<file path="src/rtl/wb_queue.sv">
// Writeback queue: buffers execute/memory results in order and drains one per cycle into the regfile.
// Build option WB_QUEUE_BYPASS_EN enables the decode lookup ports; without it they are tied to zero.
module wb_queue #(
  parameter int XLEN  = 32,
  parameter int AW    = 5,
  parameter int DEPTH = 4
) (
  input  logic                     clk,
  input  logic                     rst,
  input  logic                     in_valid,
  output logic                     in_ready,
  input  logic [AW-1:0]            in_rd,
  input  logic [XLEN-1:0]          in_data,
  input  logic                     rf_hold,
  output logic                     wen,
  output logic [AW-1:0]            waddr,
  output logic [XLEN-1:0]          wdata,
  input  logic [AW-1:0]            lk_addr1,
  output logic                     lk_hit1,
  output logic [XLEN-1:0]          lk_data1,
  input  logic [AW-1:0]            lk_addr2,
  output logic                     lk_hit2,
  output logic [XLEN-1:0]          lk_data2,
  output logic [$clog2(DEPTH):0]   count
);

  localparam int PW = $clog2(DEPTH);
  localparam int CW = PW + 1;

  logic [PW-1:0]   head, tail;
  logic [AW-1:0]   rd_mem   [DEPTH];
  logic [XLEN-1:0] data_mem [DEPTH];
  logic            push, pop;

  assign in_ready = (count < CW'(DEPTH));
  // Writes to x0 complete the handshake but are never stored.
  assign push     = in_valid && in_ready && (in_rd != '0);
  assign wen      = (count != '0) && !rf_hold;
  assign pop      = wen;
  assign waddr    = (count != '0) ? rd_mem[head]   : '0;
  assign wdata    = (count != '0) ? data_mem[head] : '0;

  always_ff @(posedge clk) begin
    if (rst) begin
      head  <= '0;
      tail  <= '0;
      count <= '0;
    end else begin
      if (push) tail <= tail + 1'b1;
      if (pop)  head <= head + 1'b1;
      count <= count + CW'(push) - CW'(pop);
    end
  end

  always_ff @(posedge clk) begin
    if (push) begin
      rd_mem[tail]   <= in_rd;
      data_mem[tail] <= in_data;
    end
  end

`ifdef WB_QUEUE_BYPASS_EN
  // Walk oldest to youngest so the youngest match is the one that sticks.
  function automatic logic [XLEN:0] lookup(input logic [AW-1:0] a);
    logic [XLEN:0] r;
    logic [PW-1:0] idx;
    r = '0;
    if (a != '0) begin
      for (int i = 0; i < DEPTH; i++) begin
        idx = head + PW'(i);
        if ((CW'(i) < count) && (rd_mem[idx] == a)) r = {1'b1, data_mem[idx]};
      end
    end
    return r;
  endfunction

  always_comb begin
    {lk_hit1, lk_data1} = lookup(lk_addr1);
    {lk_hit2, lk_data2} = lookup(lk_addr2);
  end
`else
  logic unused_lk;
  assign unused_lk = ^{lk_addr1, lk_addr2};
  assign lk_hit1   = 1'b0;
  assign lk_data1  = '0;
  assign lk_hit2   = 1'b0;
  assign lk_data2  = '0;
`endif

endmodule
</file>
<file path="config.mk">
export PLATFORM = sky130hd
export DESIGN_NAME = wb_queue
export DESIGN_NICKNAME = d
export VERILOG_FILES = /design/src/rtl/wb_queue.sv
export SDC_FILE = /design/constraint.sdc
export NUM_CORES = 1
export LEC_CHECK = 0
export BUFFER_PORTS_ARGS = -buffer_cell sky130_fd_sc_hd__buf_2
export CAP_MARGIN = 25
export CORE_MARGIN = 1.5
export CORE_UTILIZATION = 25
export DETAILED_ROUTE_END_ITERATION = 10
export HOLD_SLACK_MARGIN = 0.05
export REMOVE_ABC_BUFFERS = 1
export SYNTH_ARGS = -nofsm -noshare
export SYNTH_HDL_FRONTEND = slang
export SYNTH_SLANG_ARGS = --single-unit
export TNS_END_PERCENT = 5
</file>
<file path="constraint.sdc">
create_clock -name clk -period 3.6 [get_ports clk]
set_input_delay 0.9 -clock clk [delete_from_list [all_inputs] [get_ports clk]]
set_output_delay 0.9 -clock clk [all_outputs]
set_load 0.05 [all_outputs]
</file>
==> qor.log, run 1 <==
qor: timing.hold_violations 0
qor: synthesis.arithmetic_cell_share_of_the_synthesized_area_counting_full_adders_half_adders_and_majority_gates 1.441%
qor: clock_network.clock_tree.root_cell sky130_fd_sc_hd__clkbuf_16
qor: worst_hold_path.timing.hold.worst.start head[0]
qor: clock_network.max-clock-path-buffers 2
qor: drt.drt_first_iter_violations 179
qor: timing.unrepaired_setup_endpoints_after_global_routing no
qor: pwr.pwr_density_cell 767.1 mW/mm2
qor: global_route.first_global_vias 3315
qor: clock_network.cts_post_setup_buffers_inserted 0
qor: worst_setup_path.endpoint_kind output pin
qor: worst_setup_path.timing.reg2reg.setup_slack 1.21 ns
qor: drt.dr_wl_met2 6.256 mm
qor: clock_network.cts_made_buffers 17
qor: synthesis.synthesis.area 0.006600 mm2
qor: pwr.leakagePower 0.002743 uW
qor: drt.route.top_layer_used met5
qor: timing.final_critical_path_setup_slack 0.5329 ns
qor: floorplanning.std_cell_rows 59
qor: drt.drc 0
qor: final_layout.filler_cell_count 2592
qor: timing.tightest_slew 0.6152 ns
qor: global_route.global_route.overflow_total 0
qor: timing.final-setup-viol-count 0
qor: drt.drt-vias-per-instance 3.984
qor: floorplanning.floorplan.initialDensity 25.40%
qor: drt.drt-total-wl 12.87 mm
qor: clock_network.cts_tree done
qor: final_layout.post-route-util 29.79%
qor: worst_setup_path.critical-path-max-stage-delay 0.54 ns
qor: synthesis.syn-instance-count 356
qor: synthesis.seq_area_frac_synth 70.07%
qor: worst_hold_path.hp-class reg2reg
qor: final_layout.layout-drive-gt1-share 35.74%
qor: pwr.report.power.total 5937 uW
qor: synthesis.synth.avg_cell_area 18.54 um2
qor: floorplanning.design.die.area 0.02738 mm2
qor: synthesis.ys.warnings.count 0
qor: synthesis.post_synth_and_or_nand_nor_area_fraction 5.194%
qor: timing.fmaxAchievable 0.3260 GHz
qor: drt.drt.antenna.violating_nets 0
qor: synthesis.ys_ff_latch 157
qor: timing.final.period_utilization 85.20%
qor: timing.setup_tns 0 ns
qor: clock_network.cts.sinks 157
qor: floorplanning.ioPinCount 159
qor: synthesis.synth.largest_area_cell sky130_fd_sc_hd__edfxtp_1
qor: worst_setup_path.worst-endpoint-arrival 2.17 ns
qor: worst_setup_path.path_delay_family flip-flops
qor: global_route.grt_start_max_net_pins 27
qor: worst_setup_path.critical_path_top_delay_cell sky130_fd_sc_hd__dfxtp_4
qor: final_layout.seqCellArea 0.004629 mm2
qor: final_layout.multiInputGateArea 0.001617 mm2
qor: floorplanning.core 0.02598 mm2
qor: synthesis.yosys_most_used_dff sky130_fd_sc_hd__edfxtp_1
qor: synthesis.distinct_cell_type_count_after_synthesis 27
qor: synthesis.synthMuxAreaShare 12.80%
qor: timing.clock_skew 0.01047 ns
qor: clock_network.clkTransAtPathRegs 0.06 ns
qor: timing.final_period_minus_worst_setup_slack 3.067 ns
qor: placed_design.final_wtd_congestion 0.6900
qor: synthesis.synth_async_sr_flop_share 0%
qor: floorplanning.die_w 165.5 um
qor: clock_network.cts-resized-gates 0
qor: worst_setup_path.worst_r2r_endpoint count[2]
qor: synthesis.synth_enable_flop_cells 148
qor: worst_setup_path.cp.buffers_inverters 2
qor: synthesis.compound_gate_fraction_of_synth_area 0.8720%
qor: floorplanning.die_height 165.5 um
qor: clock_network.cts_hold_buffers_added 0
qor: pwr.ir_worst_vdd 0.4611 mV
qor: synthesis.most_frequent_cell_after_synthesis sky130_fd_sc_hd__edfxtp_1
qor: outcome.status completed
qor: placed_design.placement.setup.worst_slack 0.6288 ns
qor: worst_setup_path.cp_max_fo 14
qor: worst_hold_path.timing.hold.worst_path_depth 2
qor: final_layout.syn2layout_area_growth 17.27%
qor: global_route.antenna_found_initial 1
qor: run.cap_violations 0
qor: worst_setup_path.worst-r2r-cell-count 10
qor: worst_setup_path.timing.setup.critical_path_class reg2out
qor: synthesis.synth_top_area_share 67.34%
qor: worst_setup_path.setup.worst_path.start_class flop
qor: clock_network.clock_latency 0.41 ns
qor: synthesis.main_combinational_cell_family_by_area_after_synthesis multiplexers
qor: synthesis.ranking_of_synthesized_cells_by_area sky130_fd_sc_hd__edfxtp_1, sky130_fd_sc_hd__mux4_2, sky130_fd_sc_hd__buf_4, sky130_fd_sc_hd__nor2b_1, sky130_fd_sc_hd__dfxtp_1
qor: final_layout.number_of_nets_in_the_layout 515
qor: synthesis.synth_xor_area_share 0.2654%
qor: drt.drtPass1Iterations 4
qor: worst_setup_path.path_cells buf_4 -> mux4_2 -> nor2b_1 -> buf_2
qor: drt.num_vias 3207
qor: worst_setup_path.rr_startpoint count[2]
qor: global_route.grt_util_all_layers 9.789%
qor: global_route.first_pass_grt_wire_length 19.02 mm
qor: worst_setup_path.worst-endpoint-required 2.70 ns
qor: clock_network.cts_max_level 4
qor: placed_design.port_buffers 82
qor: worst_setup_path.timing.critical_path.depth 4
qor: synthesis.synthTopCellsByCount sky130_fd_sc_hd__edfxtp_1, sky130_fd_sc_hd__buf_4, sky130_fd_sc_hd__nor2b_1
qor: timing.final-max-slew-violation-count 0
qor: drt.drt-wirelength-per-cell 15.98 um
qor: final_layout.number_of_inserted_diodes 0
qor: drt.route.layer.met1.wl 5.687 mm
qor: placed_design.place_hpwl 8.441 mm
qor: timing.max_slew_margin 58.99%
qor: drt.dr_wl_met3 782 um
[report_power, final]
part / switching [uW] / leakage, uW / total, uW / internal, uW
Sequential: 95.9 / 0.00143 / 2280 / 2190
Clock: 695 / 0.000244 / 1580 / 880
Combinational: 1490 / 0.00107 / 2080 / 594
Total: 2280 / 0.00274 / 5940 / 3660
[tightest hold or removal path, delay by kind of cell (launching register included)]
family / cells / cell delay [ns]
flops: 1 / 0.31
compound gates: 2 / 0.17
[cell families (layout without fill, tap and decap cells)]
family / after synthesis / after routing
DFF: 157 / 157
buffers and inverters: 88 / 137
and+or+nand+nor: 55 / 55
muxes: 38 / 38
AOI/OAI and AO/OA: 8 / 8
adders and majority gates: 7 / 7
xor gates and xnor gates: 2 / 2
other: 1 / 66
[cell type report]
type,count,area share [%]
clock inverters,10,0.8891
flip-flops and latches,157,59.81
multi-input cells,176,20.89
repair buffers,96,6.822
well taps,335,5.415
inverters,9,0.4365
clock buffers,22,5.739
[worst max-delay path by stage]
stage,from,endpoint,slack [ns]
after global placement,in_rd[1],count[2],0.70
after global routing,flop,wdata[13],0.38
after CTS,flop,wdata[13],0.44
after floorplan,count[2],count[2],-0.30
after detailed placement,in_rd[1],count[2],0.63
final,flop,wdata[13],0.53
[through the flow]
step                      cells  instance area (um2)  hold WS, ns
final                       805                 7740       0.5204
after global routing        805                 7740       0.5800
after CTS                   805                 7740       0.5213
after floorplan             342                 6264       0.4821
after detailed placement    773                 7227       0.5089
after global placement      773                 7227       0.4952
[sequential cells by signal, summed over array words and instances (netlist names), named ones only]
register,cells
data_mem,128
count,3
head,2
tail,2
rd_mem,20
[cells in the final DEF, fill, tap and decap left out, types with 2 or more instances in the layout]
master and instances:
sky130_fd_sc_hd__edfxtp_1 148, sky130_fd_sc_hd__buf_2 82, sky130_fd_sc_hd__conb_1 66, sky130_fd_sc_hd__nor2b_1 40
sky130_fd_sc_hd__mux4_2 37, sky130_fd_sc_hd__clkbuf_16 17, sky130_fd_sc_hd__buf_4 13, sky130_fd_sc_hd__inv_1 9
sky130_fd_sc_hd__dfxtp_1 7, sky130_fd_sc_hd__ha_1 6, sky130_fd_sc_hd__clkbuf_1 5, sky130_fd_sc_hd__nor2_1 4
sky130_fd_sc_hd__and2_2 4, sky130_fd_sc_hd__clkinv_2 4, sky130_fd_sc_hd__a21oi_1 3, sky130_fd_sc_hd__clkinvlp_4 3
sky130_fd_sc_hd__a2111oi_0 2, sky130_fd_sc_hd__and4_1 2, sky130_fd_sc_hd__a311o_1 2, sky130_fd_sc_hd__xnor2_1 2
sky130_fd_sc_hd__clkinv_4 2
[metal layers]
layer	track usage (%)	up-vias
met5	0	-
met4	2.800	2
met3	3.347	13
met2	16.12	138
met1	12.17	1632
li1	-	1422
(Power assumes the default switching activity.)
==> run 2: changes to the inputs <==
--- a/config.mk
+++ b/config.mk
@@ -11,6 +11,7 @@
 export CORE_UTILIZATION = 25
 export DETAILED_ROUTE_END_ITERATION = 10
 export HOLD_SLACK_MARGIN = 0.05
+export MAX_ROUTING_LAYER = met4
 export REMOVE_ABC_BUFFERS = 1
 export SYNTH_ARGS = -nofsm -noshare
 export SYNTH_HDL_FRONTEND = slang
==> qor.log, run 2 (same netlist as run 1, synthesis figures left out) <==
qor: global_route.antenna_found_initial 1
qor: timing.unrepaired_setup_endpoints_after_global_routing no
qor: run.cap_violations 0
qor: clock_network.cts_made_buffers 17
qor: clock_network.max-clock-path-buffers 2
qor: clock_network.clkTransAtPathRegs 0.06 ns
qor: final_layout.syn2layout_area_growth 17.31%
qor: global_route.first_pass_grt_wire_length 19.00 mm
qor: worst_hold_path.hp-class reg2reg
qor: drt.drtPass1Iterations 4
qor: worst_setup_path.worst-r2r-cell-count 10
qor: final_layout.layout-drive-gt1-share 35.74%
qor: clock_network.cts.sinks 157
qor: placed_design.numPlacedInstances 773
qor: floorplanning.floorplan.initialDensity 25.40%
qor: final_layout.instances_no_fill 806
qor: clock_network.cts_post_setup_buffers_inserted 0
qor: timing.final-max-slew-violation-count 0
qor: placed_design.placed_cell_area 0.007227 mm2
qor: timing.final.period_utilization 85.30%
qor: worst_setup_path.endpoint_kind output pin
qor: final_layout.mostFrequentLayoutCells sky130_fd_sc_hd__edfxtp_1, sky130_fd_sc_hd__buf_2, sky130_fd_sc_hd__conb_1, sky130_fd_sc_hd__nor2b_1, sky130_fd_sc_hd__mux4_2
qor: pwr.report.power.total 5936 uW
qor: clock_network.clock_tree.root_cell sky130_fd_sc_hd__clkbuf_16
qor: clock_network.cts_max_level 4
qor: floorplanning.design.die.area 0.02738 mm2
qor: floorplanning.core 0.02598 mm2
qor: drt.drt.antenna.violating_nets 0
qor: final_layout.layout.cells.most_common sky130_fd_sc_hd__edfxtp_1
qor: placed_design.final_wtd_congestion 0.6973
qor: floorplanning.die_height 165.5 um
qor: timing.hold_violations 0
qor: worst_setup_path.timing.setup.critical_path_class reg2out
qor: worst_setup_path.setup.worst_path.start_class flop
qor: drt.drt_first_iter_violations 190
qor: timing.max_slew_margin 58.34%
qor: pwr.pwr_density_cell 766.7 mW/mm2
qor: worst_setup_path.worst_r2r_endpoint count[2]
qor: final_layout.reg_top3 data_mem x128, rd_mem x20, count x3
qor: final_layout.regMostFlops data_mem
qor: worst_setup_path.critical_path_top_delay_cell sky130_fd_sc_hd__dfxtp_4
qor: clock_network.cts_tree done
qor: final_layout.flip_flop_count_of_the_largest_register_all_copies_and_words_added 128
qor: final_layout.number_of_nets_in_the_layout 515
qor: pwr.ir_worst_vdd 0.4625 mV
qor: floorplanning.std_cell_rows 59
qor: worst_setup_path.path_cells buf_4 -> mux4_2 -> nor2b_1 -> buf_2
qor: pwr.leakagePower 0.002743 uW
qor: timing.fmaxAchievable 0.3257 GHz
qor: timing.tightest_slew 0.6249 ns
qor: placed_design.place_hpwl 8.441 mm
qor: clock_network.clock_latency 0.41 ns
qor: timing.clock_skew 0.01286 ns
qor: drt.drt-total-wl 12.88 mm
qor: placed_design.port_buffers 82
qor: clock_network.cts-resized-gates 0
qor: global_route.grt_util_all_layers 10.08%
qor: clock_network.cts_hold_buffers_added 0
qor: worst_setup_path.critical-path-max-stage-delay 0.54 ns
qor: drt.drt-vias-per-instance 3.949
qor: worst_setup_path.worst-endpoint-required 2.70 ns
qor: timing.setup_tns 0 ns
qor: worst_setup_path.timing.reg2reg.setup_slack 1.21 ns
qor: floorplanning.die_w 165.5 um
qor: outcome.status completed
qor: final_layout.filler_cell_count 2593
qor: worst_setup_path.cp_max_fo 14
qor: final_layout.final_cell_area 0.007742 mm2
qor: drt.drt-wirelength-per-cell 15.98 um
qor: global_route.global_route.overflow_total 0
qor: floorplanning.ioPinCount 159
qor: global_route.first_global_vias 3320
qor: worst_setup_path.worst-endpoint-arrival 2.17 ns
qor: timing.hold_slack 0.5188 ns
qor: worst_setup_path.endpoint wdata[13]
qor: drt.num_vias 3183
qor: timing.final_period_minus_worst_setup_slack 3.071 ns
qor: worst_setup_path.rr_startpoint count[2]
qor: timing.final-setup-viol-count 0
qor: drt.drc 0
qor: global_route.grt_start_max_net_pins 27
[run 2: cell count changes in the layout (fill, tap and decap cells not counted)]
cell	delta
sky130_fd_sc_hd__diode_2	+1
[run 2: routing by layer]
layer | global-route usage, % | vias up | part of all wire, %
li1 | - | 1423 | -
met1 | 12.27 | 1624 | 45
met2 | 16.06 | 130 | 49
met3 | 3.297 | 6 | 5.9
met4 | 2.800 | 0 | 0.47
met5 | - | - | 0
[run 2: how the worst min path moves through the flow]
stage            start  endpoint  cells after the start
5_1_grt        head[0]      flop                      2
3_5_place_dp   head[0]      flop                      2
4_1_cts        head[0]      flop                      2
6_report       head[0]      flop                      2
2_1_floorplan  head[0]      flop                      2
3_3_place_gp   head[0]      flop                      2
[run 2: worst max-delay path: cells and delay by family, from the launching register on]
family,cells,cell delay [ns]
buffers and inverters,2,0.53
DFF,1,0.54
muxes,1,0.53
and+or+nand+nor,1,0.15
[run 2: metrics by stage]
| step | setup slack (ns) | util, % |
|---|---|---|
| CTS | 0.4448 | 29.79 |
| global placement | 0.6978 | 27.81 |
| detailed placement | 0.6288 | 27.81 |
| global route | 0.3842 | 29.80 |
| floorplan | -0.3002 | - |
| finish | 0.5293 | 29.80 |
[run 2: power breakdown]
part	internal, uW	total, uW	switching, uW
sequential	2190	2280	96.6
combinational	594	2080	1490
clock	880	1570	694
total	3660	5940	2280
[run 2: final cells by class]
cell class / count / area, um2 / share of cell area [%]
multi-input combinational: 176 / 1617 / 20.88
inverter: 9 / 33.78 / 0.4363
clock buffer: 22 / 444.2 / 5.737
timing repair buffer: 96 / 528.0 / 6.820
antenna: 1 / 2.502 / 0.03232
clock inverter: 10 / 68.82 / 0.8888
sequential: 157 / 4629 / 59.79
tap: 335 / 419.2 / 5.414
==> run 3: changes to the inputs <==
--- a/config.mk
+++ b/config.mk
@@ -7,11 +7,14 @@
 export LEC_CHECK = 0
 export BUFFER_PORTS_ARGS = -buffer_cell sky130_fd_sc_hd__buf_2
 export CAP_MARGIN = 25
+export CELL_PAD_IN_SITES_DETAIL_PLACEMENT = 1
+export CELL_PAD_IN_SITES_GLOBAL_PLACEMENT = 1
 export CORE_MARGIN = 1.5
 export CORE_UTILIZATION = 25
 export DETAILED_ROUTE_END_ITERATION = 10
 export HOLD_SLACK_MARGIN = 0.05
 export MAX_ROUTING_LAYER = met4
+export PLACE_DENSITY_LB_ADDON = 0.1
 export REMOVE_ABC_BUFFERS = 1
 export SYNTH_ARGS = -nofsm -noshare
 export SYNTH_HDL_FRONTEND = slang
==> qor.log, run 3 (same netlist as run 1, synthesis figures left out) <==
qor: outcome.status completed
qor: final_layout.syn2layout_area_growth 18.16%
qor: worst_setup_path.critical-path-max-stage-delay 0.56 ns
qor: clock_network.cts_post_setup_buffers_inserted 0
qor: worst_setup_path.setup.worst_path.start_class flop
qor: final_layout.layout-drive-gt1-share 36.05%
qor: final_layout.mostFrequentLayoutCells sky130_fd_sc_hd__edfxtp_1, sky130_fd_sc_hd__buf_2, sky130_fd_sc_hd__conb_1, sky130_fd_sc_hd__nor2b_1, sky130_fd_sc_hd__mux4_2
qor: pwr.report.power.total 6107 uW
qor: global_route.first_global_vias 3439
qor: final_layout.filler_cell_count 2725
qor: pwr.ir_worst_vdd 0.3811 mV
qor: worst_setup_path.rr_startpoint count[2]
qor: drt.drt-total-wl 14.05 mm
qor: floorplanning.floorplan.initialDensity 25.40%
qor: clock_network.cts_tree done
qor: placed_design.place_hpwl 8.442 mm
qor: final_layout.flip_flop_count_of_the_largest_register_all_copies_and_words_added 128
qor: worst_setup_path.endpoint_kind output pin
qor: timing.final.period_utilization 82.32%
qor: drt.drt-vias-per-instance 3.955
qor: timing.final-setup-viol-count 0
qor: drt.drt-wirelength-per-cell 17.51 um
qor: drt.drt_first_iter_violations 185
qor: global_route.first_pass_grt_wire_length 20.42 mm
qor: worst_setup_path.timing.setup.critical_path_class reg2out
qor: final_layout.seqCellArea 0.004629 mm2
qor: global_route.antenna_found_initial 1
qor: clock_network.cts.sinks 157
qor: floorplanning.die_w 165.5 um
qor: floorplanning.ioPinCount 159
qor: worst_setup_path.path_cells buf_12 -> mux4_2 -> nor2b_1 -> buf_2
qor: worst_setup_path.critical_path_top_delay_cell sky130_fd_sc_hd__mux4_2
qor: placed_design.port_buffers 82
qor: clock_network.clkTransAtPathRegs 0.06 ns
qor: clock_network.cts_max_level 4
qor: drt.drtPass1Iterations 4
qor: floorplanning.core 0.02598 mm2
qor: placed_design.final_wtd_congestion 0.6527
qor: worst_setup_path.worst-endpoint-required 2.70 ns
qor: drt.drt.antenna.violating_nets 0
qor: timing.final-max-slew-violation-count 0
qor: worst_setup_path.path_delay_family multiplexers
qor: placed_design.placed_cell_area 0.007234 mm2
qor: final_layout.multiInputGateArea 0.001617 mm2
qor: final_layout.layout.cells.most_common sky130_fd_sc_hd__edfxtp_1
qor: worst_hold_path.hp-class reg2reg
qor: clock_network.cts_made_buffers 17
qor: timing.final_period_minus_worst_setup_slack 2.964 ns
qor: clock_network.cts_hold_buffers_added 0
qor: drt.drc 0
qor: clock_network.clock_latency 0.42 ns
qor: global_route.grt_util_all_layers 11.11%
qor: placed_design.numPlacedInstances 769
qor: final_layout.instances_no_fill 802
qor: drt.num_vias 3172
qor: clock_network.clock_tree.root_cell sky130_fd_sc_hd__clkbuf_16
qor: timing.setup_tns 0 ns
qor: final_layout.number_of_nets_in_the_layout 511
qor: final_layout.post-route-util 30.01%
qor: global_route.grt_start_max_net_pins 38
qor: floorplanning.std_cell_rows 59
qor: pwr.leakagePower 0.002755 uW
qor: timing.tightest_slew 0.5409 ns
qor: worst_hold_path.timing.hold.worst.start head[0]
qor: final_layout.reg_top3 data_mem x128, rd_mem x20, count x3
qor: worst_setup_path.cp_max_fo 37
qor: run.cap_violations 0
qor: global_route.global_route.overflow_total 0
qor: timing.clock_skew 0.006853 ns
qor: clock_network.max-clock-path-buffers 2
qor: worst_setup_path.cp.buffers_inverters 2
qor: floorplanning.design.die.area 0.02738 mm2
qor: clock_network.cts-resized-gates 0
qor: worst_setup_path.worst-endpoint-arrival 2.06 ns
qor: timing.hold_violations 0
qor: timing.unrepaired_setup_endpoints_after_global_routing no
qor: final_layout.regMostFlops data_mem
qor: pwr.pwr_density_cell 783.0 mW/mm2
qor: timing.fmaxAchievable 0.3374 GHz
qor: final_layout.final_cell_area 0.007799 mm2
qor: timing.max_slew_margin 63.94%
qor: floorplanning.die_height 165.5 um
run 3: changes by cell type in the layout (fill, tap and decap cells not counted):
cell                        before  now
sky130_fd_sc_hd__buf_4          13    6
sky130_fd_sc_hd__clkbuf_1        5    1
sky130_fd_sc_hd__inv_6           1    5
sky130_fd_sc_hd__buf_12          1    4
sky130_fd_sc_hd__clkinv_2        4    2
sky130_fd_sc_hd__bufinv_16       0    1
sky130_fd_sc_hd__clkinv_4        2    3
run 3: through the flow:
step	setup WS, ns	hold slack (ns)
after detailed placement	0.6243	0.5140
after CTS	0.5637	0.5267
final	0.6364	0.5265
after global routing	0.5130	0.5358
after floorplan	-0.3002	0.4821
after global placement	0.6518	0.5099
run 3: final timing paths:
| check | slack, ns | to | depth (start not counted) |
|---|---|---|---|
| max | 0.64 | waddr[2] | 4 |
| min | 0.53 | flop | 2 |
| max reg2reg | 1.21 | count[2] | 10 |
| min reg2reg | 0.53 | flop | 2 |
run 3: final cells by class:
class	instances	area share [%]
diodes	1	0.03209
clock buffers	18	5.503
clock inverters	14	1.701
inverters	9	0.4332
multi-input cells	176	20.73
flip-flops and latches	157	59.36
well taps	335	5.375
repair buffers	92	6.867
run 3: worst min-delay path: stages, from the launching register on:
cell	delay, ns
sky130_fd_sc_hd__dfxtp_1	0.31
sky130_fd_sc_hd__o21ai_0	0.10
sky130_fd_sc_hd__a21oi_1	0.08
run 3: power breakdown:
part / total, uW / leakage, uW / internal (uW) / switching [uW]
logic: 2160 / 0.00106 / 597 / 1560
registers: 2240 / 0.00143 / 2180 / 56.6
clock network: 1710 / 0.000268 / 962 / 747
run 3: metal layers:
| layer | GRT usage, % | part of all wire (%) |
|---|---|---|
| met5 | - | 0 |
| met4 | 3.409 | 0.86 |
| met3 | 3.222 | 4.6 |
| met2 | 18.28 | 51 |
| met1 | 13.17 | 44 |
